===== src/rtl/coin_pulse_pkg.sv =====
// Shared types and helpers for the coin pulse generator.
// Optional per-channel coin queue is enabled by defining COIN_PULSE_QUEUE_EN.
package coin_pulse_pkg;

  typedef enum logic [1:0] {
    IDLE  = 2'd0,
    PULSE = 2'd1,
    GAP   = 2'd2
  } state_e;

  localparam int unsigned QUEUE_W = 4;

  // Frame counter must hold values up to max(PULSE_FRAMES, GAP_FRAMES).
  function automatic int unsigned cnt_width(input int unsigned pulse_frames,
                                            input int unsigned gap_frames);
    int unsigned max_frames;
    max_frames = (pulse_frames > gap_frames) ? pulse_frames : gap_frames;
    if (max_frames < 32'd1) begin
      return 32'd1;
    end else begin
      return $clog2(max_frames + 32'd1);
    end
  endfunction

  localparam int unsigned DEF_CNT_W = cnt_width(32'd4, 32'd12);

endpackage


===== src/rtl/coin_pulse_chan.sv =====
// One coin channel: release detect, IDLE/PULSE/GAP sequencer, frame counter
// and (with COIN_PULSE_QUEUE_EN) a saturating pending-coin queue.
module coin_pulse_chan
  import coin_pulse_pkg::*;
#(
  parameter int unsigned PULSE_FRAMES = 4,
  parameter int unsigned GAP_FRAMES   = 12,
  parameter int unsigned QUEUE_DEPTH  = 3
) (
  input  logic               clk,
  input  logic               reset,
  input  logic               tick,
  input  logic               button,
  output logic               pulse,
  output logic               busy,
  output logic [QUEUE_W-1:0] pending
);

  localparam int unsigned CNT_W = cnt_width(PULSE_FRAMES, GAP_FRAMES);

  state_e             state_q, state_d;
  logic [CNT_W-1:0]   cnt_q, cnt_d;
  logic               prev_button_q, prev_button_d;
  logic               pulse_q, pulse_d;
  logic               busy_q, busy_d;
  logic               ev_s;
  logic               gap_done_s;
  logic               gap_restart_s;
  logic               queue_nz_d;
  logic [CNT_W-1:0]   cnt_inc_s;

  always_comb begin
    prev_button_d = button;
    ev_s          = prev_button_q & ~button;
    cnt_inc_s     = cnt_q + {{(CNT_W-1){1'b0}}, 1'b1};
    if (GAP_FRAMES == 0) begin
      gap_done_s = 1'b1;
    end else begin
      gap_done_s = tick & (cnt_inc_s == CNT_W'(GAP_FRAMES));
    end
  end

`ifdef COIN_PULSE_QUEUE_EN
  logic [QUEUE_W-1:0] queue_q, queue_d, queue_add_s;

  // An event arriving in PULSE/GAP is folded in before the GAP exit decision.
  always_comb begin
    queue_d = queue_q;
    if (ev_s && (queue_q < QUEUE_W'(QUEUE_DEPTH))) begin
      queue_add_s = queue_q + 4'd1;
    end else begin
      queue_add_s = queue_q;
    end
    gap_restart_s = (queue_add_s != 4'd0);
    case (state_q)
      PULSE: queue_d = queue_add_s;
      GAP: begin
        if (gap_done_s && gap_restart_s) begin
          queue_d = queue_add_s - 4'd1;
        end else begin
          queue_d = queue_add_s;
        end
      end
      default: queue_d = queue_q;
    endcase
    queue_nz_d = (queue_d != 4'd0);
  end

  always_ff @(posedge clk) begin
    if (reset) begin
      queue_q <= 4'd0;
    end else begin
      queue_q <= queue_d;
    end
  end

  assign pending = queue_q;
`else
  // Without a queue only a release coinciding with the GAP exit restarts PULSE.
  always_comb begin
    gap_restart_s = ev_s;
    queue_nz_d    = 1'b0;
  end

  assign pending = 4'd0;
`endif

  always_comb begin
    state_d = state_q;
    cnt_d   = cnt_q;
    case (state_q)
      IDLE: begin
        if (ev_s) begin
          state_d = PULSE;
          cnt_d   = {CNT_W{1'b0}};
        end else begin
          state_d = IDLE;
        end
      end
      PULSE: begin
        if (tick) begin
          if (cnt_inc_s == CNT_W'(PULSE_FRAMES)) begin
            state_d = GAP;
            cnt_d   = {CNT_W{1'b0}};
          end else begin
            cnt_d = cnt_inc_s;
          end
        end else begin
          cnt_d = cnt_q;
        end
      end
      GAP: begin
        if (gap_done_s) begin
          cnt_d   = {CNT_W{1'b0}};
          state_d = gap_restart_s ? PULSE : IDLE;
        end else if (tick) begin
          cnt_d = cnt_inc_s;
        end else begin
          cnt_d = cnt_q;
        end
      end
      default: begin
        state_d = IDLE;
        cnt_d   = {CNT_W{1'b0}};
      end
    endcase
    pulse_d = (state_d == PULSE);
    busy_d  = (state_d != IDLE) | queue_nz_d;
  end

  always_ff @(posedge clk) begin
    if (reset) begin
      state_q       <= IDLE;
      cnt_q         <= {CNT_W{1'b0}};
      prev_button_q <= 1'b0;
      pulse_q       <= 1'b0;
      busy_q        <= 1'b0;
    end else begin
      state_q       <= state_d;
      cnt_q         <= cnt_d;
      prev_button_q <= prev_button_d;
      pulse_q       <= pulse_d;
      busy_q        <= busy_d;
    end
  end

  assign pulse = pulse_q;
  assign busy  = busy_q;

endmodule


===== src/rtl/coin_pulse_gen.sv =====
// Coin pulse generator top: shared vblank frame tick plus CHANNELS channels.
// Define COIN_PULSE_QUEUE_EN to queue coins inserted while a channel is busy.
module coin_pulse_gen
  import coin_pulse_pkg::*;
#(
  parameter int unsigned CHANNELS     = 2,
  parameter int unsigned PULSE_FRAMES = 4,
  parameter int unsigned GAP_FRAMES   = 12,
  parameter int unsigned QUEUE_DEPTH  = 3
) (
  input  logic                  clk,
  input  logic                  reset,
  input  logic                  vblank,
  input  logic [CHANNELS-1:0]   button,
  output logic [CHANNELS-1:0]   pulse,
  output logic [CHANNELS-1:0]   busy,
  output logic [4*CHANNELS-1:0] pending
);

  logic prev_vblank_q, prev_vblank_d;
  logic tick_s;

  // Reset loads 1 so a high vblank right after reset is not a tick.
  always_comb begin
    prev_vblank_d = vblank;
    tick_s        = vblank & ~prev_vblank_q;
  end

  always_ff @(posedge clk) begin
    if (reset) begin
      prev_vblank_q <= 1'b1;
    end else begin
      prev_vblank_q <= prev_vblank_d;
    end
  end

  for (genvar i = 0; i < CHANNELS; i++) begin : g_chan
    coin_pulse_chan #(
      .PULSE_FRAMES (PULSE_FRAMES),
      .GAP_FRAMES   (GAP_FRAMES),
      .QUEUE_DEPTH  (QUEUE_DEPTH)
    ) u_chan (
      .clk     (clk),
      .reset   (reset),
      .tick    (tick_s),
      .button  (button[i]),
      .pulse   (pulse[i]),
      .busy    (busy[i]),
      .pending (pending[4*i +: 4])
    );
  end

endmodule


===== config.mk =====
export PLATFORM = sky130hd
export DESIGN_NAME = coin_pulse_gen
export DESIGN_NICKNAME = d
export VERILOG_FILES = /design/src/rtl/coin_pulse_pkg.sv /design/src/rtl/coin_pulse_chan.sv /design/src/rtl/coin_pulse_gen.sv
export SDC_FILE = /design/constraint.sdc
export NUM_CORES = 1
export LEC_CHECK = 0
export ABC_AREA = 1
export CORE_ASPECT_RATIO = 1.75
export CORE_MARGIN = 2
export CORE_UTILIZATION = 45
export CTS_BUF_LIST = sky130_fd_sc_hd__clkbuf_8
export DETAILED_ROUTE_END_ITERATION = 10
export GPL_TIMING_DRIVEN = 1
export PLACE_DENSITY = 0.65
export SKIP_LAST_GASP = 1
export SYNTH_ARGS = -nofsm -noshare
export SYNTH_HDL_FRONTEND = slang
export SYNTH_SLANG_ARGS = --single-unit

===== constraint.sdc =====
create_clock -name clk -period 1.5 [get_ports clk]
set_input_delay 0.15 -clock clk [delete_from_list [all_inputs] [get_ports clk]]
set_output_delay 0.15 -clock clk [all_outputs]
set_load 0.02 [all_outputs]

# Word level (Yosys, flattened, before mapping)
# Cells that the tools add are included.
dict set report totals {
  ff_bits 19
  inputBits 5
  out_inout_bits 12
  word_cells 65
}
dict set report classes {
  n_addsub 2
  n_eq_ne 16
  mux 22
  bitwise 8
  reduce_logical 6
}
# cell count
set ops {}
lappend ops {{$mux 4} 10}
lappend ops {{$pmux 4 s3} 2}
lappend ops {{$mux 2} 6}
lappend ops {{$pmux 2 s3} 2}
lappend ops {{$add 4x1->4 const B} 2}
lappend ops {{$eq 2x1->1 const B} 4}
lappend ops {{$eq 4x3->1 const B} 2}
lappend ops {{$eq 4x4->1 const B} 2}
lappend ops {{$ne 2x1->1 const B} 3}
lappend ops {{$reduce_and 3->1} 2}
lappend ops {{$and 1x1->1} 5}
lappend ops {{$eq 2x2->1 const B} 2}
lappend ops {{$logic_not 2->1} 2}
lappend ops {{$reduce_bool 2->1} 2}
lappend ops {{$ne 3x1->1 const B} 1}
lappend ops {{$ne 3x2->1 const B} 1}
lappend ops {{$not 1->1} 3}
lappend ops {{$mux 1} 2}
lappend ops {{$ne 2x2->1 const B} 1}

# Logic depth before layout (Yosys ltp)
dict set report depth {
  ltp_word 6
  depth_mapped 9
  depth_no_buf 9
}

# Cells and area by module
# From an unflattened synthesis, not the netlist that was laid out.
dict set report hier_totals {
  cells_unflattened 191
  area_unflattened_um2 1276.2
}
# module n_inst cells_each area_per_inst_um2 seq_area_each_um2
set by_module_without_submodules {}
lappend by_module_without_submodules {coin_pulse_chan 2 93 619.3 180.2}
lappend by_module_without_submodules {coin_pulse_gen 1 5 37.5 20.0}

# Worst setup path after synthesis
# OpenSTA, ideal clock, no wires.
dict set report synth_timing {
  kind {register to register}
  from {register g_chan[1].u_chan.state_q[0]}
  to {register g_chan[1].u_chan.cnt_q[0]}
  setup_ns 0.071
  t_arrival_ns 1.245
  required_time_ns 1.429
  slack_ns 0.184
  path_stages_with_launch 8
  n_path_buf 0
  synth_period_minus_slack_ns 1.316
  path_cell_list {dfxtp_1 inv_1 ha_1 o21ai_0 nand3_1 nor2_1 nand3_1 a21oi_1}
}
dict set report synth_via {
  elab_chain_len 3
  word_cells_on_any_way 8
  cone_classes {eq/ne: 5; mux: 1; reduce/logical: 2}
}
# item line_no
set synth_rtl {}
lappend synth_rtl {{start: declaration} coin_pulse_chan.sv:21} ;# state_e state_q, state_d;
lappend synth_rtl {{start signal: assignment} coin_pulse_chan.sv:139} ;# state_q <= state_d;
lappend synth_rtl {{$eq 2x2->1 (tied with other cells)} coin_pulse_chan.sv:91} ;# case (state_q)
lappend synth_rtl {{$ne 3x2->1 (no line) (tied with other cells)} --}
lappend synth_rtl {{$reduce_and 3->1 (no line)} --}
lappend synth_rtl {{end signal: assignment} coin_pulse_chan.sv:134} ;# cnt_q <= {CNT_W{1'b0}};
lappend synth_rtl {{end signal: assignment} coin_pulse_chan.sv:140} ;# cnt_q <= cnt_d;
lappend synth_rtl {{end: declaration} coin_pulse_chan.sv:22} ;# logic [CNT_W-1:0] cnt_q, cnt_d;
# Several ways; a longest one is shown, not always the timed one.
# A chain may end at the register's enable or synchronous reset.

# Worst setup path in the final report
dict set report layout_timing {
  from {register g_chan[1].u_chan.state_q[0]}
  to {register g_chan[1].u_chan.cnt_q[2]}
}
# Same word-level chain as after synthesis.

==> Flow_metrics.wiki <==
{| class="wikitable"
! Metric !! Value
|-
| Number of DRC markers in iteration 0 || 10
|-
| Clock network power share || 35.6%
|-
| Worst hold path depth || 3
|-
| Number of nets in the finished design || 198
|-
| Sequential share of the synthesized area || 31.7%
|-
| Largest fanout on the critical path || 4
|-
| Final Power || approximately 950 µW
|-
| TritonCTS clock tree || yes
|-
| Sw Ratio || 23.4%
|-
| Starting Density || 47.6%
|-
| Most frequent CP cell || nand3_1
|-
| Placeable core region || ~2500 µm²
|-
| Top cells by area, synth || dfxtp_1 (32%), ha_1 (10%), nand2_1 (10%)
|-
| H-tree depth || 1
|-
| Crit. path cell count || 9
|-
| Crit share post-route || 93.1%
|-
| Number of global-route vias before repair || a little over 1,000
|-
| Flop pwr share || 54.5%
|-
| Post-synthesis async set-or-reset flop share || 0%
|-
| Class of the tightest hold or removal check || in2reg
|-
| Syn-to-layout area delta || 12.1%
|-
| Shortest period the worst path allows || 1.40 ns
|-
| Length of the first detailed-routing pass in iterations || 4
|-
| Placement row count || 24
|-
| Post-DR vias/cell || approximately 5
|-
| Number of enable flip-flop cells after synthesis || 0
|-
| Highest cell delay on the worst timing path || around 0.36 ns
|-
| Total Routing Usage GR || between 10% and 20%
|-
| Mapped Area || 1200 µm²
|-
| Total clock sinks || 19
|-
| Resize count post-CTS || 0
|-
| Number of setup buffers added after CTS || 0
|-
| Reported leakage power || 0.672 nW
|-
| Wire length of the first global-routing pass || ~3800 µm
|-
| Number of slew-limit violations in the final report || 0
|-
| Number of vias in the routed layout || around 1,000
|-
| Crit path arrival time || 1.54 ns
|-
| Vertical extent of the die || around 72 µm
|-
| Buffer depth of the longest clock path || 2
|-
| Number of antenna violations at the first check in global routing || 0
|-
| Number of maximum-capacitance constraint violations || 0
|-
| Area share of the leading cell type in the synthesized netlist || a little under a third
|-
| Chain of cells forming the critical path || inv_1 -> ha_1 -> buf_4 -> nor2_1 -> nand3_1 -> nand2_1 -> inv_2 -> nand3_1 -> a21oi_2
|-
| Port-buffer cells || 8
|-
| Filler instances || between 200 and 250
|-
| Number of warnings reported in the yosys synthesis log || 0
|-
| Worst reg2reg setup slack || 0.10 ns
|-
| Final hold vios || 0
|-
| Total Die Area || 3110 µm²
|-
| Fraction of the core area covered by cells at the end of the flow || 53.4%
|-
| Total area of multi-input combinational cells || 652 µm²
|-
| Setup WS post-layout || 0.104 ns
|-
| Final count of negative-setup-slack endpoints || 0
|-
| Hold_buf cts || 0
|-
| Setup clock skew after layout || a little under 0.003 ns
|-
| Result of the run || finished, final reports clean
|-
| Crit path buf inv count || 3
|-
| Worst setup EP type || flip-flop
|-
| Average instance area after synthesis || between 7 and 8 µm²
|-
| Worst setup timing slack at the placement stage || roughly 0.017 ns
|-
| Highest achievable clock rate || between 0.7 and 0.8 GHz
|-
| Sw power || approximately 220 µW
|-
| Worst-case reg-to-reg path depth || 9
|-
| Number of register bits inferred by synthesis || 19
|-
| Library cell with the largest summed area after synthesis || dfxtp_1
|-
| Share of layout cells above drive strength 1 || roughly 15%
|-
| Detail Route Antenna Nets || 0
|-
| Die width || roughly 43 µm
|-
| Clk slew on worst S/H paths || roughly 0.070 ns
|-
| I/O pin cnt || 17
|-
| RSZ-0062 raised after global routing || true
|-
| Pwr per Cell Area || a little over 700 nW/µm²
|-
| Total detailed-routing wirelength || about 2300 µm
|-
| GRT overflow || 0
|-
| Kind of launch point of the worst setup path || flip-flop
|-
| Number of clock buffers inserted by TritonCTS || 3
|-
| Root Driver || clkbuf_8
|-
| Cell with the largest stage delay on the worst path || dfxtp_2
|-
| Internal power consumption || 728 µW
|-
| Antenna diode count || 0
|-
| Crit Path Category || reg2reg
|-
| Pin count of the biggest net entering global routing || 11
|-
| Half-perimeter wire length of the detailed placement result || roughly 1900 µm
|-
| Post-synthesis instance total || about 170
|-
| Family of cells with the greatest summed delay on the critical path || simple AND/OR/NAND/NOR gates
|-
| Final Wtd Congestion || approximately 0.90
|-
| Leading register cell type out of synthesis || dfxtp_1
|-
| Wire per inst || between 10 and 15 µm
|-
| Worst endpoint required time || ~1.7 ns
|-
| Clock latency of the later-clocked register in the worst-skew pair || around 0.25 ns
|-
| Detailed-route DRC error count || 0
|-
| IR drop worst, VDD || 0.765 mV
|-
| Register area || about 390 µm²
|-
| Proportion of power drawn by combinational gates || approximately a tenth
|-
| Aggregate negative setup slack || 0 ns
|-
| Post-synth cell types || 24
|}
cell usage after synthesis (2+ instances only):
library cell  instances
nand4_1               4
nand3_1              15
o21ai_0               2
nand2_2               5
nand2_1              32
dfxtp_1              19
buf_4                12
nor2_1               15
o21ai_1               4
nor2_2                2
xor2_1                3
inv_1                29
ha_1                 10
a21oi_1               9
flip-flops by register name, summed over array words and instances, names as in the netlist:
name	flops
g_chan.u_chan.busy	2
g_chan.u_chan.cnt_q	8
g_chan.u_chan.prev_button_q	2
g_chan.u_chan.pulse	2
g_chan.u_chan.state_q	4
prev_vblank_q	1
power groups by stage:
stage	clock network [mW]	logic, mW	registers, mW
global route	0.369	0.104	0.518
global placement	0	0.0911	0.529
floorplan	0	0.0785	0.528
CTS	0.348	0.0930	0.517
detailed placement	0	0.0924	0.529
finish	0.338	0.0949	0.518
logic make-up after synthesis:
family                     count (synthesis)  synth area share [%]
DFF                                       19                  31.7
adders and majority gates                 10                  10.4
other                                      1                 0.312
AOI/OAI and AO/OA                         17                  7.60
buffers and inverters                     43                  17.2
and+or+nand+nor                           78                  30.6
xor gates and xnor gates                   3                  2.19
tightest hold or removal path, stage by stage:
cell and delay (ns):
clkdlybuf4s50_1 0.39, inv_1 0.07, nor2_1 0.04
path summary, 6_finish.rpt:
| path | end | start |
|---|---|---|
| worst max-delay path | g_chan[1].u_chan.cnt_q[2] | g_chan[1].u_chan.state_q[0] |
| worst min-delay path | g_chan[1].u_chan.prev_button_q | button[1] |
| worst max register to register | g_chan[1].u_chan.cnt_q[2] | g_chan[1].u_chan.state_q[0] |
| worst min register to register | g_chan[0].u_chan.cnt_q[1] | g_chan[0].u_chan.cnt_q[1] |
layout by cell type, fill, tap and decap left out, types with 2 or more instances in the layout:
master           Yosys  final
a21oi_1              9      9
buf_4               12      5
clkbuf_8             0      3
clkdlybuf4s50_1      0      8
conb_1               1      8
dfxtp_1             19     14
dfxtp_2              0      5
ha_1                10      9
inv_1               29     30
nand2_1             32     32
nand2_2              5      5
nand3_1             15     15
nand4_1              4      4
nor2_1              15     15
nor2_4               1      2
o21ai_1              4      5
xor2_1               3      3
metrics by stage:
step	instance area, µm²	cells	hold slack [ns]
global route	1350	208	0.454
detailed placement	1280	204	0.474
finish	1350	208	0.435
CTS	1330	208	0.433
global placement	1280	204	0.468
floorplan	1230	178	0.212
layer usage:
metal  up-vias  share of wire, %  GRT usage, %
met4         0               2.9          8.42
met3         8               3.4          3.73
met1       474                39          13.8
li1        536                 -             -
met5         -                 0             0
met2        26                55          31.5
area by class of cell:
class                           count  area share, %
Clock inverter                      1          0.279
Sequential cell                    19           28.7
Tap cell                           26           2.42
Multi-Input combinational cell    116           48.4
Clock buffer                        3           3.07
Timing Repair Buffer               13           8.74
Inverter                           30           8.36
(Power assumes the default switching activity.)
